### src/rtl/sfr_arb_pkg.sv
// Shared constants and state type for the SFR access arbiter.
package sfr_arb_pkg;

  localparam int SFR_ADDR_W    = 5;
  localparam int SFR_DATA_W    = 8;
  localparam int PTR_CTL_W     = 7;
  localparam int PROT_LO_END   = 9;
  localparam int PROT_HI_START = 28;

  typedef enum logic {
    NORMAL = 1'b0,
    STEAL  = 1'b1
  } arb_state_e;

endpackage

### src/rtl/sfr_access_arbiter_rr_pick.sv
// Combinational round-robin picker: first set request at or after ptr_i, wrapping.
module rr_pick #(
  parameter int N     = 4,
  parameter int PTR_W = 2
) (
  input  logic [N-1:0]     req_i,
  input  logic [PTR_W-1:0] ptr_i,
  output logic [N-1:0]     sel_o,
  output logic [PTR_W-1:0] idx_o,
  output logic             any_o
);

  logic [N-1:0] rot;

  always_comb begin
    // rot[k] is the request of requester (ptr_i + k) mod N
    rot   = N'({req_i, req_i} >> ptr_i);
    sel_o = '0;
    idx_o = '0;
    any_o = 1'b0;
    for (int k = 0; k < N; k++) begin
      if (!any_o && rot[k]) begin
        any_o = 1'b1;
        idx_o = PTR_W'((int'(ptr_i) + k) % N);
      end
    end
    if (any_o) sel_o = N'(1) << idx_o;
  end

endmodule

### src/rtl/sfr_access_arbiter.sv
// Arbitrates the SFR file port between the CPU memory stage and NUM_REQ peripherals.
// Optional write protection of pointer/mirror addresses: define SFR_ARB_PROTECT_EN.
module sfr_access_arbiter
  import sfr_arb_pkg::*;
#(
  parameter int NUM_REQ  = 4,
  parameter int MAX_WAIT = 15,
  parameter int CNT_W    = 4
) (
  input  logic                          clock,
  input  logic                          reset,
  input  logic                          cpu_wr_en,
  input  logic                          cpu_rd_en,
  input  logic [SFR_ADDR_W-1:0]         cpu_wr_addr,
  input  logic [SFR_ADDR_W-1:0]         cpu_rd_addr,
  input  logic [SFR_DATA_W-1:0]         cpu_wdata,
  input  logic [PTR_CTL_W-1:0]          cpu_ptr_ctl,
  output logic                          cpu_stall,
  output logic [SFR_DATA_W-1:0]         cpu_rdata,
  input  logic [NUM_REQ-1:0]            per_req,
  input  logic [NUM_REQ-1:0]            per_we,
  input  logic [SFR_ADDR_W*NUM_REQ-1:0] per_addr,
  input  logic [SFR_DATA_W*NUM_REQ-1:0] per_wdata,
  output logic [NUM_REQ-1:0]            per_gnt,
  output logic [NUM_REQ-1:0]            per_rvalid,
  output logic [SFR_DATA_W-1:0]         per_rdata,
  output logic [NUM_REQ-1:0]            per_err,
  output logic [1:0]                    sfr_wren,
  output logic [SFR_ADDR_W-1:0]         sfr_wr_addr,
  output logic [SFR_DATA_W-1:0]         sfr_wdata,
  output logic [SFR_ADDR_W-1:0]         sfr_rd_addr,
  output logic [PTR_CTL_W-1:0]          sfr_ptr_ctl,
  input  logic [SFR_DATA_W-1:0]         sfr_rdata
);

  localparam int PTR_W = (NUM_REQ > 1) ? $clog2(NUM_REQ) : 1;

  arb_state_e              state_q, state_d;
  logic [PTR_W-1:0]        rr_ptr_q, rr_ptr_d;
  logic [CNT_W-1:0]        wait_cnt_q, wait_cnt_d;
  logic [NUM_REQ-1:0]      rd_owner_q, rd_owner_d;

  logic [NUM_REQ-1:0]      pick_sel;
  logic [PTR_W-1:0]        pick_idx;
  logic                    pick_any;
  logic                    cpu_active;
  logic                    grant;
  logic                    sel_we;
  logic                    sel_prot;
  logic [SFR_ADDR_W-1:0]   sel_addr;
  logic [SFR_DATA_W-1:0]   sel_wdata;

  rr_pick #(.N(NUM_REQ), .PTR_W(PTR_W)) u_rr_pick (
    .req_i (per_req),
    .ptr_i (rr_ptr_q),
    .sel_o (pick_sel),
    .idx_o (pick_idx),
    .any_o (pick_any)
  );

  assign cpu_active = cpu_wr_en | cpu_rd_en | (cpu_ptr_ctl != '0);

  always_comb begin
    sel_we    = 1'b0;
    sel_addr  = '0;
    sel_wdata = '0;
    for (int k = 0; k < NUM_REQ; k++) begin
      if (pick_sel[k]) begin
        sel_we    = per_we[k];
        sel_addr  = per_addr[k*SFR_ADDR_W +: SFR_ADDR_W];
        sel_wdata = per_wdata[k*SFR_DATA_W +: SFR_DATA_W];
      end
    end
  end

`ifdef SFR_ARB_PROTECT_EN
  // Pointer registers and input mirrors are owned by the core; peripherals may only read them
  assign sel_prot = sel_we && ((sel_addr <= SFR_ADDR_W'(PROT_LO_END)) ||
                               (sel_addr >= SFR_ADDR_W'(PROT_HI_START)));
`else
  assign sel_prot = 1'b0;
`endif

  always_comb begin
    state_d     = NORMAL;
    rr_ptr_d    = rr_ptr_q;
    wait_cnt_d  = '0;
    rd_owner_d  = '0;
    grant       = 1'b0;
    cpu_stall   = 1'b0;
    cpu_rdata   = '0;
    per_gnt     = '0;
    per_rvalid  = '0;
    per_rdata   = '0;
    per_err     = '0;
    sfr_wren    = 2'b00;
    sfr_wr_addr = '0;
    sfr_wdata   = '0;
    sfr_rd_addr = '0;
    sfr_ptr_ctl = '0;
    if (!reset) begin
      cpu_rdata  = sfr_rdata;
      per_rvalid = rd_owner_q;
      if (rd_owner_q != '0) per_rdata = sfr_rdata;
      cpu_stall  = (state_q == STEAL);
      if ((state_q == NORMAL) && cpu_active) begin
        // The file's write overrides pointer updates, so a write never rides with a pointer command
        sfr_wren    = {cpu_rd_en, cpu_wr_en & (cpu_ptr_ctl == '0)};
        sfr_wr_addr = cpu_wr_addr;
        sfr_wdata   = cpu_wdata;
        sfr_rd_addr = cpu_rd_addr;
        sfr_ptr_ctl = cpu_ptr_ctl;
      end else if (pick_any) begin
        grant    = 1'b1;
        per_gnt  = pick_sel;
        rr_ptr_d = (pick_idx == PTR_W'(NUM_REQ - 1)) ? '0 : pick_idx + PTR_W'(1);
        if (sel_we) begin
          if (sel_prot) begin
            per_err = pick_sel;
          end else begin
            sfr_wren    = 2'b01;
            sfr_wr_addr = sel_addr;
            sfr_wdata   = sel_wdata;
          end
        end else begin
          sfr_wren    = 2'b10;
          sfr_rd_addr = sel_addr;
          rd_owner_d  = pick_sel;
        end
      end
      if (grant || (per_req == '0) || (state_q == STEAL)) begin
        wait_cnt_d = '0;
      end else if (wait_cnt_q != CNT_W'(MAX_WAIT)) begin
        wait_cnt_d = wait_cnt_q + CNT_W'(1);
      end else begin
        wait_cnt_d = wait_cnt_q;
      end
      if ((state_q == NORMAL) && !grant && (per_req != '0) && (wait_cnt_d == CNT_W'(MAX_WAIT))) begin
        state_d = STEAL;
      end
    end
  end

  always_ff @(posedge clock) begin
    if (reset) begin
      state_q    <= NORMAL;
      rr_ptr_q   <= '0;
      wait_cnt_q <= '0;
      rd_owner_q <= '0;
    end else begin
      state_q    <= state_d;
      rr_ptr_q   <= rr_ptr_d;
      wait_cnt_q <= wait_cnt_d;
      rd_owner_q <= rd_owner_d;
    end
  end

endmodule

### config.mk
export PLATFORM = sky130hd
export DESIGN_NAME = sfr_access_arbiter
export DESIGN_NICKNAME = d
export VERILOG_FILES = /design/src/rtl/sfr_arb_pkg.sv /design/src/rtl/sfr_access_arbiter_rr_pick.sv /design/src/rtl/sfr_access_arbiter.sv
export SDC_FILE = /design/constraint.sdc
export NUM_CORES = 1
export LEC_CHECK = 0
export CAP_MARGIN = 20
export CORE_ASPECT_RATIO = 0.75
export CORE_UTILIZATION = 28
export DETAILED_ROUTE_END_ITERATION = 16
export PLACE_DENSITY = 0.77
export SYNTH_ARGS = -nofsm -noshare
export SYNTH_HDL_FRONTEND = slang
export SYNTH_SLANG_ARGS = --single-unit
export TNS_END_PERCENT = 50
### constraint.sdc
create_clock -name clock -period 2.7 [get_ports clock]
set_input_delay 0.54 -clock clock [delete_from_list [all_inputs] [get_ports clock]]
set_output_delay 0.54 -clock clock [all_outputs]
set_load 0.01 [all_outputs]
==> metrics <==
status=finished, violations left; violated checks=setup timing; Fin. Hold Viols=0; min cycle time layout=about 3.1 ns; Area after DPL=about 0.0036 mm²; Register Area=around 220 µm²; Die X=91.15 µm; largest net degree at the start of global routing=17; CTS tree=yes; Initial Utilization=0.3021; Setup CP Type=input port to output pin; DR WL/cell=approximately 15 µm; LEAKAGE=1.765 nW; Finished Cell Area=between 0.003 and 0.004 mm²; n_diodes=0; dpl cells=493; share of cells above drive strength 1=0.3341; worst skew pair latency=approximately 0.24 ns; routability cong.=~0.8; CTS Sinks=11; PD cells=about 220 mW/mm²; fillcell total=437; Hold WC Path Type=register to register; FFs w/ async S/R, synth=0; Post-Synthesis Cells=between 200 and 300; Yosys warning count=0; Final Skew=approximately 0.00044 ns; synthesized area=around 0.0017 mm²; Final WS setup=-0.4186 ns; Data arrival, critical path=between 2 and 3 ns; area of the multi-input gates=0.001551 mm²; top post-synthesis cells by area=dfxtp_1, nor2b_1, a21oi_1; max cap viols=0; Max VDD drop=roughly 0.00011 V; Area Overhead vs Synth=136.1%; core area=about 0.0055 mm²; DRC=0; clk buf depth=2; Pins Over Slew Limit=0; top post-synthesis cells by count=nand2_1, a21oi_1, nor2b_1; Root Driver=clkbuf_8; first-pass GRT wire length=~12000 µm; register area share after synthesis=0.1319; cts bufs inserted=3; drt via density=around 5; Starting DRT DRC Count=73; die area=0.006277 mm²; post-route ant nets=0; leading area contributor after synthesis=dfxtp_1; Mean Syn Cell Area=approximately 6.7 µm²; Yosys reg bits=11; chip height=slightly below 70 µm; Peak Freq=320.7 MHz; CTS H-tree lvls=1; Nets=543; Netlist cell types=48; WHS=0.5375 ns; row cnt=23; period utilization=1.155; unrepaired setup endpoints after global routing=true; Post-synth EDFFs=0; Layout Cells excl Fill=approximately 520; Yosys top cell area share=0.1319; Critical Path Fanout Max=5; CP required=~2.2 ns; drt first pass iters=4; critical path capture point type=output pin; initial antenna violation count=0; post-detail-place hpwl=just under 6000 µm; GR Util All Layers=0.2345; CP startpoint kind=input port; number of global-route vias before repair=2614; top-count cell post-synth=nand2_1; prevailing post-synth register cell=dfxtp_1; Worst-path clk slew=approximately 0.050 ns; port buffer count=between 100 and 150; Routed Wire Length=approximately 7600 µm; Final setup viols=20; Overflow after GRT=0; via count=between 2000 and 3000; I/O pin count=153
## cell type report
class,instances,area share
Inverter,20,0.01969
Multi-Input combinational cell,201,0.3938
Clock buffer,4,0.01143
Sequential cell,11,0.05621
Timing Repair Buffer,204,0.4951
Tap cell,75,0.02382
## critical path: stages
cell and delay, ns:
buf_8 0.11, a21o_1 0.16, a21oi_2 0.13, o22a_1 0.19
inv_2 0.06, ha_4 0.17, nand3b_1 0.18, a221oi_2 0.30
o2111ai_2 0.19, buf_6 0.18, buf_6 0.13, o21ai_4 0.12
buf_6 0.11
## kinds of logic (layout without fill, tap and decap cells)
| family | Yosys count | after routing | share of synthesized area |
|---|---|---|---|
| flops | 11 | 11 | 0.1319 |
| other cells | 1 | 4 | 0.002247 |
| mux | 1 | 1 | 0.005997 |
| simple gates | 103 | 103 | 0.3531 |
| buf+inv | 41 | 228 | 0.1192 |
| compound gates | 86 | 86 | 0.3396 |
| xor+xnor | 2 | 2 | 0.01050 |
| fa+ha+maj | 5 | 5 | 0.03748 |
## path summary, 6_finish.rpt
path              slack, ns                startpoint                        to  cells past startpoint
setup / recovery      -0.42                per_req[0]              sfr_wdata[5]                     13
hold / removal         0.54  wait_cnt_q[3]$_SDFF_PP0_        state_q$_SDFF_PP0_                      2
setup reg to reg       0.45  rr_ptr_q[1]$_SDFFE_PP0P_  rd_owner_q[0]$_SDFF_PP0_                     11
hold reg to reg        0.54  wait_cnt_q[3]$_SDFF_PP0_        state_q$_SDFF_PP0_                      2
## state kept, by name, summed over array words and instances (netlist names)
name and flops:
wait_cnt_q 4, rr_ptr_q 2, rd_owner_q 4, state_q 1
## stage by stage
stage,total power [W],worst slack [ns],utilization,TNS (ns)
2_1_floorplan,0.0003863,-0.04147,-,-0.4767
3_3_place_gp,0.0006350,-1.157,0.6567,-27.17
3_5_place_dp,0.0006426,-1.256,0.6567,-29.17
4_1_cts,0.0008341,-0.4190,0.6868,-8.297
5_1_grt,0.0009274,-0.4988,0.7131,-8.743
6_report,0.0008677,-0.4186,0.7131,-6.835
## power by group
part,internal [W],switching (W)
sequential,0.000167,0.00000442
combinational,0.000309,0.000224
clock,0.000104,0.0000603
## metal layers
metal  GRT usage  wire length [µm]  up-vias
met5           0                 0        -
met4     0.08730               242        0
met3     0.05373               556       24
met2      0.4640              3796      119
met1      0.2505              2980     1176
li1            -                 -     1245
## cell usage in the layout, fill, tap and decap left out, types with 4 or more instances in the layout
master and count:
clkdlybuf4s50_1 109, buf_4 45, nand2_1 29, a21oi_1 23, nor2b_1 22, inv_1 17
buf_2 15, buf_6 14, and2_1 12, o21ai_2 11, dlymetal6s2s_1 11, dfxtp_1 10
o21ai_4 9, o21ai_0 7, nand3b_1 6, a221oi_2 6, a22oi_1 6, and3_1 5
a21oi_2 4, nor2_1 4, and3_2 4, conb_1 4, buf_12 4
## timing repair
| item | CTS | global route |
|---|---|---|
| hold buffers | 0 | 0 |
| setup endpoints to repair | 37 | 28 |
| pin swaps | 21 | 27 |
| buffers inserted | 8 | 11 |
| resized for setup | 136 | 39 |
Power figures use the tool's default switching activity.
